File: src/rtl/id_hazard_scoreboard.sv
// Decode-stage operand resolution and hazard unit: tracks in-flight destination
// registers, forwards the youngest ready result and requests a stall otherwise.
module id_hazard_scoreboard #(
    parameter int DATA_W = 32,
    parameter int ADDR_W = 5,
    parameter int STAGES = 3,
    parameter int SEL_W  = 2
) (
    input  logic                     clk_in,
    input  logic                     reset_in,
    input  logic                     issue_valid_in,
    input  logic [ADDR_W-1:0]        issue_rd_in,
    input  logic                     issue_we_in,
    input  logic [ADDR_W-1:0]        rs1_addr_in,
    input  logic [ADDR_W-1:0]        rs2_addr_in,
    input  logic                     rs1_ren_in,
    input  logic                     rs2_ren_in,
    input  logic [DATA_W-1:0]        rs1_rdata_in,
    input  logic [DATA_W-1:0]        rs2_rdata_in,
    input  logic [STAGES*DATA_W-1:0] stage_wdata_in,
    input  logic [STAGES-1:0]        stage_wvld_in,
    input  logic                     hold_in,
    input  logic                     flush_in,
    output logic [DATA_W-1:0]        op1_out,
    output logic [DATA_W-1:0]        op2_out,
    output logic [SEL_W-1:0]         fwd1_sel_out,
    output logic [SEL_W-1:0]         fwd2_sel_out,
    output logic                     stallreq_out,
    output logic [15:0]              stall_count_out
);

    typedef struct packed {
        logic              valid;
        logic              we;
        logic [ADDR_W-1:0] rd;
    } entry_t;

    localparam entry_t BUBBLE = '0;

    entry_t sb [STAGES];
    logic   pend1;
    logic   pend2;

    // Result packs {pending, sel, data} for one source operand.
    function automatic logic [SEL_W+DATA_W:0] resolve(
        input logic [ADDR_W-1:0] addr,
        input logic              ren,
        input logic [DATA_W-1:0] rdata
    );
        logic              found;
        logic              pending;
        logic [SEL_W-1:0]  sel;
        logic [DATA_W-1:0] data;
        // NOTE: every result is given a value before any condition is tested, so
        // no path through the combinational logic can leave one unassigned (no latch).
        found   = 1'b0;
        pending = 1'b0;
        sel     = '0;
        data    = '0;
        if (ren && addr != '0) begin
            data = rdata;
            for (int k = 0; k < STAGES; k++) begin
                if (!found && sb[k].valid && sb[k].we && sb[k].rd == addr) begin
                    found = 1'b1;
                    if (stage_wvld_in[k]) begin
                        data = stage_wdata_in[k*DATA_W +: DATA_W];
                        sel  = SEL_W'(k + 1);
                    end else begin
                        pending = 1'b1;
                    end
                end
            end
        end
        return {pending, sel, data};
    endfunction

    assign {pend1, fwd1_sel_out, op1_out} = resolve(rs1_addr_in, rs1_ren_in, rs1_rdata_in);
    assign {pend2, fwd2_sel_out, op2_out} = resolve(rs2_addr_in, rs2_ren_in, rs2_rdata_in);

    assign stallreq_out = issue_valid_in & (pend1 | pend2);

    // NOTE: state uses non-blocking assignments so every entry shifts from its
    // pre-edge value; the scoreboard entries are control state and are all reset.
    always_ff @(posedge clk_in) begin
        if (reset_in) begin
            for (int k = 0; k < STAGES; k++) sb[k] <= BUBBLE;
            stall_count_out <= '0;
        end else begin
            if (stallreq_out && stall_count_out != 16'hFFFF)
                stall_count_out <= stall_count_out + 16'd1;
            if (!hold_in) begin
                for (int k = STAGES - 1; k > 0; k--) sb[k] <= sb[k-1];
                // A stalled or flushed decode instruction leaves a bubble behind.
                sb[0] <= (issue_valid_in && !stallreq_out && !flush_in)
                         ? {1'b1, issue_we_in, issue_rd_in} : BUBBLE;
            end
        end
    end

endmodule

File: config.mk
export PLATFORM = sky130hd
export DESIGN_NAME = id_hazard_scoreboard
export DESIGN_NICKNAME = d
export VERILOG_FILES = /design/src/rtl/id_hazard_scoreboard.sv
export SDC_FILE = /design/constraint.sdc
export NUM_CORES = 1
export LEC_CHECK = 0
export CAP_MARGIN = 15
export CORE_UTILIZATION = 39
export CTS_CLUSTER_DIAMETER = 200
export DETAILED_ROUTE_END_ITERATION = 10
export GPL_TIMING_DRIVEN = 0
export HOLD_SLACK_MARGIN = 0.05
export PLACE_DENSITY = 0.83
export SETUP_SLACK_MARGIN = 0.15
export SYNTH_ARGS = -nofsm -noshare
export SYNTH_HDL_FRONTEND = slang
export SYNTH_SLANG_ARGS = --single-unit
File: constraint.sdc
create_clock -name clk_in -period 3.25 [get_ports clk_in]
set_input_delay 0.65 -clock clk_in [delete_from_list [all_inputs] [get_ports clk_in]]
set_output_delay 0.65 -clock clk_in [all_outputs]
set_load 0.01 [all_outputs]
==> impl_metrics.tcl, run 1 <==
set metrics [dict create \
    outcome "finished, violations left" \
    violations "setup timing" \
    clkTransAtPathRegs_ps 50 \
    cp.arrival_ps 2600 \
    syn_area_per_cell_sq_um 7.326 \
    clockBufferDepth 2 \
    syn_to_final_growth_pct 90.13 \
    cts-hold-fix-buffers 0 \
    initial_utilization_pct 40.78 \
    rsz0062_at_grt "true" \
    yosysWarningCount 0 \
    viasPerCell 6.057 \
    vias 6505 \
    p_per_area_nw_per_um2 202.3 \
    setup_slack_ps -1.215 \
    finalMaxSlewViolations 0 \
    cts_tree "built" \
    maxCapViolations 0 \
    grt_overflow 0 \
    cts_buffers 5 \
    io_pins 271 \
    syn_nets 801 \
    firstDrtPassIters 5 \
    hold_violations 0 \
    period_share_pct 100.0 \
    synth_top_area_share_pct 14.02 \
    wl_per_cell_um 23.04 \
    comb_power_share_pct 37.5 \
    power.switching_uw 496.6 \
    yosysSeqAreaShare_pct 21.14 \
    drt-total-wl_um 24740 \
    cp-startpoint "sb[0][14]$_SDFFCE_PN0P_" \
    dpl.hpwl_um 16660 \
    r2r.worst_path.cells 9 \
    setup_viol 1 \
    drtIter0Drc 497 \
    num_rows 38 \
    drive_gt1_share_pct 27.36 \
    root_buffer "clkbuf_16" \
    startpoint_type "register" \
    final_cell_mix "clkdlybuf4s50_1 (188), nand2_1 (115), buf_2 (63), o211ai_1 (55), a21oi_1 (52)" \
    fmax_mhz 307.6 \
    internal-power_uw 1234 \
    final_util_pct 77.53 \
    io_buffers 268 \
    insertion_delay_ps 290 \
    reg2reg_slack_ps 140 \
    p_seq_share_pct 31.0 \
    h-tree-depth 2 \
    tightest_slew_ps 1013 \
    syn_inst 614 \
    grt_max_degree 22 \
    ir_worst_vdd_uv 422.3 \
    yosysUniqueCellTypes 45 \
    period_needed_ps 3251 \
    cts.sinks 37 \
    r2r-start "sb[0][14]$_SDFFCE_PN0P_" \
    crit_end "op2_out[25]" \
    worstSetupPathType "reg2out" \
    relSlewSlack_pct 32.50 \
    final_antenna_net_count 0 \
    grt_usage_pct 38.45 \
    place.gp.congestion 0.9583 \
    grt_pass1_wl_um 35110 \
    end_kind "primary output" \
    p_sw_share_pct 28.70 \
    drc 0 \
    synth.area.top_cells "edfxtp_1 (14%), mux2i_1 (12%), nand2_1 (11%), o211ai_1 (9.2%), dfxtp_1 (7.1%)" \
    ys_seq_elements 37 \
    die_area_sq_um 11970 \
    min_path_type "reg2reg" \
    cp_max_fo 10 \
    worstHoldPathCells 2 \
    clkPwrFrac_pct 31.5 \
    synthesis.area_sq_um 4498 \
    mostFrequentLayoutCell "clkdlybuf4s50_1" \
    coreArea_sq_um 11030 \
    grt_pass1_vias 6400 \
    die_y_um 109.4 \
    final_nets 1118 \
    worst_clock_skew_ps 4.626 \
    finalPower_uw 1730 \
    cp.required_ps 2600 \
    r2r_end "stall_count_out[9]$_SDFFE_PP0P_" \
    yosys.area.top_type "edfxtp_1" \
    p_leak_uw 0.003417 \
    antenna_found_initial 1 \
    die_w_um 109.4 \
]
synthesized netlist by cell type (all sizes together):
library cell and count:
a2111oi 3, a21oi 59, xor2 13, or4 2
nor4b 2, o21ba 1, o211a 4, a211oi 3
nor3 17, nand4 7, and3b 1, o21ai 22
o31ai 10, and2 22, xnor2 17, o2111ai 2
o211ai 55, o311a 1, or3 7, o2111a 3
nand2 129, or2 1, a21boi 1, nor2 33
inv 2, nor4 2, edfxtp 21, clkbuf 38
nor2b 14, mux2i 55, nor3b 2, ha 1
dfxtp 16, o21a 3, buf 12, mux2 14
nand3 11, and3 6, nand2b 2
how the worst min path moves through the flow:
stage	from	to	slack [ps]
floorplan	sb[0][12]$_SDFFCE_PN0P_	sb[0][19]$_SDFFCE_PN0P_	550
global placement	stall_count_out[10]$_SDFFE_PP0P_	stall_count_out[10]$_SDFFE_PP0P_	540
detailed placement	stall_count_out[10]$_SDFFE_PP0P_	stall_count_out[10]$_SDFFE_PP0P_	560
CTS	stall_count_out[10]$_SDFFE_PP0P_	stall_count_out[10]$_SDFFE_PP0P_	580
global route	stall_count_out[9]$_SDFFE_PP0P_	stall_count_out[9]$_SDFFE_PP0P_	620
finish	stall_count_out[10]$_SDFFE_PP0P_	stall_count_out[10]$_SDFFE_PP0P_	570
repair_timing:
action                                  in CTS  in global routing
pin swaps                                   68                 47
endpoints found under the setup margin      90                 79
hold endpoints to repair                     0                  0
gates cloned                                 6                  3
setup buffers                               24                 10
gates resized for setup                    456                110
logic make-up after synthesis:
logic type	Yosys count	synth area share (%)
flops	37	21.14
xor+xnor	30	5.841
fa+ha+maj	1	0.2781
buf+inv	52	4.868
mux	69	15.74
compound gates	167	25.65
simple gates	258	26.48
registers in the layout, summed over array words and instances (netlist names):
signal / flops
sb: 21
stall_count_out: 16
metal layers:
metal | vias up | global-route usage [%] | routed length [um] | part of all wire (%)
li1 | 2868 | - | - | -
met1 | 3096 | 43.36 | 8997 | 36
met2 | 425 | 66.40 | 11710 | 47
met3 | 116 | 9.010 | 2333 | 9.4
met4 | 0 | 21.81 | 1698 | 6.9
met5 | - | 0 | 0 | 0
per-stage QoR:
stage	TNS (ps)	cells	hold WS [ps]	setup WS [ps]	area, sq um
2_1_floorplan	0	614	548.3	189.6	4508
3_3_place_gp	-84420	1022	541.7	-1418	7366
3_5_place_dp	-88860	1022	563.8	-1445	7366
4_1_cts	0	1060	578.2	69.84	8217
5_1_grt	-449.3	1073	618.9	-56.32	8549
6_report	-1.215	1074	569.7	-1.215	8552
power by group through the flow:
stage	sequential (uW)	clock [uW]	combinational, uW
detailed placement	537	0	578
finish	537	545	649
CTS	531	551	596
global placement	535	0	569
global route	537	567	683
floorplan	532	0	191
critical path: stages, from the launching register on:
cell      delay, ps
edfxtp_1        460
xor2_1          250
nor3_4          300
o2111a_1        320
and3_1          200
clkbuf_2        190
buf_6           170
nand2_1          70
a21oi_1         160
buf_2           190
area by class of cell:
cell class	instances	area, sq um
Tap cell	140	175.2
Clock buffer	6	128.9
Antenna cell	2	5.005
Clock inverter	2	35.03
Multi-Input combinational cell	526	3861
Buffer	50	588.1
Sequential cell	37	950.9
Timing Repair Buffer	309	2800
Inverter	2	7.507
Fill cell	776	2479
Power figures use the tool's default switching activity.
==> run 2, diff against run 1 <==
Settings changed: CTS_BUF_LIST set to sky130_fd_sc_hd__clkbuf_4.
==> run 2 against run 1 <==
Register-to-register slack got worse by 50 ps. Via count fell by 1.2%. Critical path depth did not move. Total power fell by 15%. Global-route usage fell by 1.2 points. Sequential share of layout area rose by 0.34 points. The run still ends with setup timing left.
==> impl_metrics.tcl, run 2 (synthesized netlist as in run 1, its figures left out) <==
set metrics [dict create \
    place.gp.congestion 0.9583 \
    syn_to_final_growth_pct 84.48 \
    internal-power_uw 1024 \
    drtIter0Drc 521 \
    cp.arrival_ps 2780 \
    cts_buffers 5 \
    worstSetupPathType "reg2out" \
    h-tree-depth 2 \
    cts_tree "built" \
    p_sw_share_pct 30.65 \
    drc 0 \
    dpl.hpwl_um 16660 \
    largest_reg_flops 21 \
    final_cell_mix "clkdlybuf4s50_1 (188), nand2_1 (111), buf_2 (68), o211ai_1 (55), a21oi_1 (53)" \
    firstDrtPassIters 8 \
    outcome "finished, violations left" \
    p_seq_share_pct 36.0 \
    relSlewSlack_pct 35.57 \
    antenna_found_initial 1 \
    regMostFlops "sb" \
    tightest_slew_ps 966.5 \
    setup_slack_ps -179.5 \
    pre_cts_slack_ps -1445 \
    clkPwrFrac_pct 22.1 \
    die_w_um 109.4 \
    end_kind "primary output" \
    multi_input_area_sq_um 3732 \
    drive_gt1_share_pct 27.47 \
    grt_pass1_vias 6222 \
    grt_max_degree 22 \
    clockBufferDepth 2 \
    io_pins 271 \
    ir_worst_vdd_uv 286.9 \
    period_needed_ps 3429 \
    grt_usage_pct 37.26 \
    top_regs "sb: 21 flops, stall_count_out: 16 flops" \
    drt-total-wl_um 24010 \
    cp.required_ps 2600 \
    grt_pass1_wl_um 34200 \
    finalMaxSlewViolations 0 \
    maxCapViolations 0 \
    insertion_delay_ps 370 \
    power.switching_uw 452.3 \
    hold_violations 0 \
    num_rows 38 \
    io_buffers 268 \
    wl_per_cell_um 22.37 \
    fmax_mhz 291.6 \
    worst_clock_skew_ps 14.43 \
    die_area_sq_um 11970 \
    final.setup.tns_ps -2223 \
    clkTransAtPathRegs_ps 120 \
    period_share_pct 105.5 \
    comb_power_share_pct 41.8 \
    cts.sinks 37 \
    cp_max_fo 3 \
    die_y_um 109.4 \
    violations "setup timing" \
    rsz0062_at_grt "true" \
    p_leak_uw 0.003343 \
    p_per_area_nw_per_um2 177.9 \
    coreArea_sq_um 11030 \
    mostFrequentLayoutCell "clkdlybuf4s50_1" \
    grt_overflow 0 \
    startpoint_type "register" \
    final_nets 1118 \
    regArea_sq_um 950.9 \
    min_path_type "reg2reg" \
    final_antenna_net_count 0 \
    root_buffer "clkbuf_4" \
    initial_utilization_pct 40.78 \
    vias 6430 \
    setup_viol 47 \
    viasPerCell 5.993 \
    fillers 843 \
]
[run 2: worst max-delay path, stage by stage (launching register included)]
cell,delay (ps)
edfxtp_1,480
xor2_1,200
nor3_2,250
buf_4,170
o2111ai_4,160
o311a_1,430
or3_4,350
buf_6,130
a21boi_2,110
buf_2,130
[run 2: final cells by class]
type	instances	area share (%)
sequential	37	11.46
multi-input combinational	525	44.98
tap	140	2.111
clock buffer	6	0.5428
timing repair buffer	310	33.49
clock inverter	2	0.4222
antenna	1	0.03016
inverter	2	0.09047
buffer	50	6.876
[run 2: through the flow]
step                      cell area (sq um)  total power, uW  utilization, %  hold slack [ps]  instances
final                                  8298             1476           75.23            580.8       1073
after global routing                   8298             1532           75.23            638.9       1073
after CTS                              8065             1439           73.12            591.2       1056
after detailed placement               7366             1114           66.78            563.8       1022
after global placement                 7366             1103           66.78            541.7       1022
after floorplan                        4508            722.9               -            548.3        614
[run 2: repair_timing]
item | in CTS | in global routing
hold buffers | 0 | 0
buffers inserted | 20 | 15
pin swaps | 64 | 35
setup endpoints to repair | 82 | 87
resized for setup | 443 | 87
gates cloned | 6 | 1
[run 2: final timing paths]
kind / start / slack [ps] / to / cells after the start
worst max register to register: sb[0][17]$_SDFFCE_PN0P_ / 90 / stall_count_out[14]$_SDFFE_PP0P_ / 10
worst min register to register: stall_count_out[10]$_SDFFE_PP0P_ / 580 / stall_count_out[10]$_SDFFE_PP0P_ / 2
worst max-delay path: sb[0][17]$_SDFFCE_PN0P_ / -180 / stallreq_out / 9
worst min-delay path: stall_count_out[10]$_SDFFE_PP0P_ / 580 / stall_count_out[10]$_SDFFE_PP0P_ / 2
[run 2: per-layer routing]
layer | wire length, um | share of wire [%] | vias to the layer above | track usage, %
met5 | 0 | 0 | - | 0
met4 | 1382 | 5.8 | 0 | 18.67
met3 | 2276 | 9.5 | 105 | 7.587
met2 | 11550 | 48 | 411 | 65.50
met1 | 8797 | 37 | 3039 | 42.73
li1 | - | - | 2875 | -
[run 2: power groups by stage]
stage               Combinational (uW)  Sequential [uW]  Clock (uW)
global route                       652              533         347
floorplan                          191              532           0
global placement                   569              535           0
CTS                                581              528         330
detailed placement                 578              537           0
finish                             617              532         327
==> run 3, diff against run 2 <==
Settings changed: CAP_MARGIN 15 to not set, CORE_ASPECT_RATIO set to 0.8, SETUP_SLACK_MARGIN 0.15 to not set.
==> run 3 against run 2 <==
The flow still finishes with violations (setup timing). Sequential power decreased by 0.8%. Total power shrank 6.8%. Routed wire length decreased by 3.7%. Setup slack improved by 100 ps. Largest cell class unchanged.
==> impl_metrics.tcl, run 3 (synthesized netlist as in run 1, its figures left out) <==
set metrics [dict create \
    outcome "finished, violations left" \
    violations "setup timing" \
    top_regs "sb: 21 flops, stall_count_out: 16 flops" \
    fin_hold_ws_ps 610.9 \
    insertion_delay_ps 340 \
    setup_viol 10 \
    clockBufferDepth 2 \
    place.gp.congestion 0.9394 \
    initial_utilization_pct 40.67 \
    pre_cts_slack_ps -1618 \
    mostFrequentLayoutCell "clkdlybuf4s50_1" \
    worst-path-buf-inv 5 \
    fmax_mhz 300.8 \
    viasPerCell 5.980 \
    largest_reg_flops 21 \
    dp_cells 1026 \
    crit_top_cell "buf_6" \
    fillers 870 \
    period_share_pct 102.3 \
    wl_per_cell_um 21.57 \
    min_path_type "reg2reg" \
    syn_to_final_growth_pct 81.25 \
    drive_gt1_share_pct 25.95 \
    grt_pass1_wl_um 33290 \
    startpoint_type "input port" \
    drt-total-wl_um 23120 \
    p_per_area_nw_per_um2 168.8 \
    grt_max_degree 22 \
    regMostFlops "sb" \
    cts_buffers 5 \
    coreArea_sq_um 11060 \
    drtIter0Drc 644 \
    vias 6411 \
    cpPeakStageDelay_ps 290 \
    critPathTopFamily "buffers and inverters" \
    die_area_sq_um 11970 \
    io_pins 271 \
    final_nets 1111 \
    crit_path_top_delay_cell "nor3_4" \
    end_kind "primary output" \
    io_buffers 268 \
    grt_overflow 0 \
    final_antenna_net_count 0 \
    worstSetupPathType "in2out" \
    ir_worst_vdd_uv 272.4 \
    final_cell_mix "clkdlybuf4s50_1 (191), nand2_1 (113), buf_2 (62), o211ai_1 (55), a21oi_1 (54)" \
    grt_usage_pct 35.67 \
    clkTransAtPathRegs_ps 120 \
    die_w_um 122.1 \
    grt_pass1_vias 6095 \
    finalMaxSlewViolations 0 \
    cp_max_fo 5 \
    cts.sinks 37 \
    hold_violations 0 \
    period_needed_ps 3325 \
    cts-hold-fix-buffers 0 \
    dpl.hpwl_um 16760 \
    p_leak_uw 0.003203 \
    firstDrtPassIters 5 \
    cp.arrival_ps 2670 \
    final_cells 1072 \
    root_buffer "clkbuf_4" \
    drc 0 \
    h-tree-depth 2 \
    die_y_um 98.06 \
    rsz0062_at_grt "true" \
    maxCapViolations 0 \
    setup_slack_ps -74.95 \
    cts_tree "built" \
    worst_clock_skew_ps 12.08 \
    worstPathCellList "clkdlybuf4s15_2 > xnor2_2 > nand3_2 > buf_6 > nor3_4 > buf_6 > buf_12 > mux2i_2 > nand2_1 > o211ai_1 > a21oi_1 > buf_2" \
    antenna_found_initial 3 \
    num_rows 34 \
    relSlewSlack_pct 31.99 \
    cp.required_ps 2600 \
    tightest_slew_ps 1020 \
]
## run 3: per-layer routing
metal	wire [um]	up-vias	global-route usage (%)
met1	9021	3079	45.33
met2	11090	404	59.63
met3	2128	58	5.783
met4	874	0	14.73
li1	-	2870	-
met5	0	-	0
## run 3: final timing paths
path / start / end / slack (ps) / cells after the start
worst min-delay path: stall_count_out[10]$_SDFFE_PP0P_ / stall_count_out[10]$_SDFFE_PP0P_ / 610 / 2
worst max register to register: sb[0][11]$_SDFFCE_PN0P_ / stall_count_out[14]$_SDFFE_PP0P_ / 350 / 9
worst min register to register: stall_count_out[10]$_SDFFE_PP0P_ / stall_count_out[10]$_SDFFE_PP0P_ / 610 / 2
worst max-delay path: rs1_addr_in[2] / op1_out[10] / -70 / 12
## run 3: area by class of cell
type / count / area, sq um / area share (%)
multi-input combinational: 526 / 3702 / 45.41
timing repair buffer: 306 / 2756 / 33.81
sequential: 37 / 950.9 / 11.66
buffer: 46 / 493.0 / 6.047
tap: 144 / 180.2 / 2.210
clock buffer: 5 / 37.54 / 0.4604
clock inverter: 3 / 17.52 / 0.2149
inverter: 2 / 7.507 / 0.09208
antenna: 3 / 7.507 / 0.09208
## run 3: per-stage QoR
stage	total power, uW	area (sq um)	TNS [ps]	utilization, %
floorplan	722.7	4498	0	-
global placement	1105	7361	-93950	66.55
detailed placement	1114	7361	-103410	66.55
CTS	1355	8004	-181.9	72.36
global route	1426	8150	-3754	73.69
finish	1376	8153	-295.9	73.71
## run 3: worst min-delay path, stage by stage, from the launching register on
cell and delay, ps:
dfxtp_1 340, nor2_1 110, mux2_1 140
## run 3: what timing repair did
item / in CTS / in global routing
gates cloned: 3 / 5
endpoints found under the setup margin: 86 / 68
setup buffers: 23 / 8
pin swaps: 28 / 66
gates resized for setup: 359 / 135
## run 3: power breakdown
part	switching [uW]	internal, uW
registers	17.0	511
clock network	163	81.7
logic	270	334
total	450	926
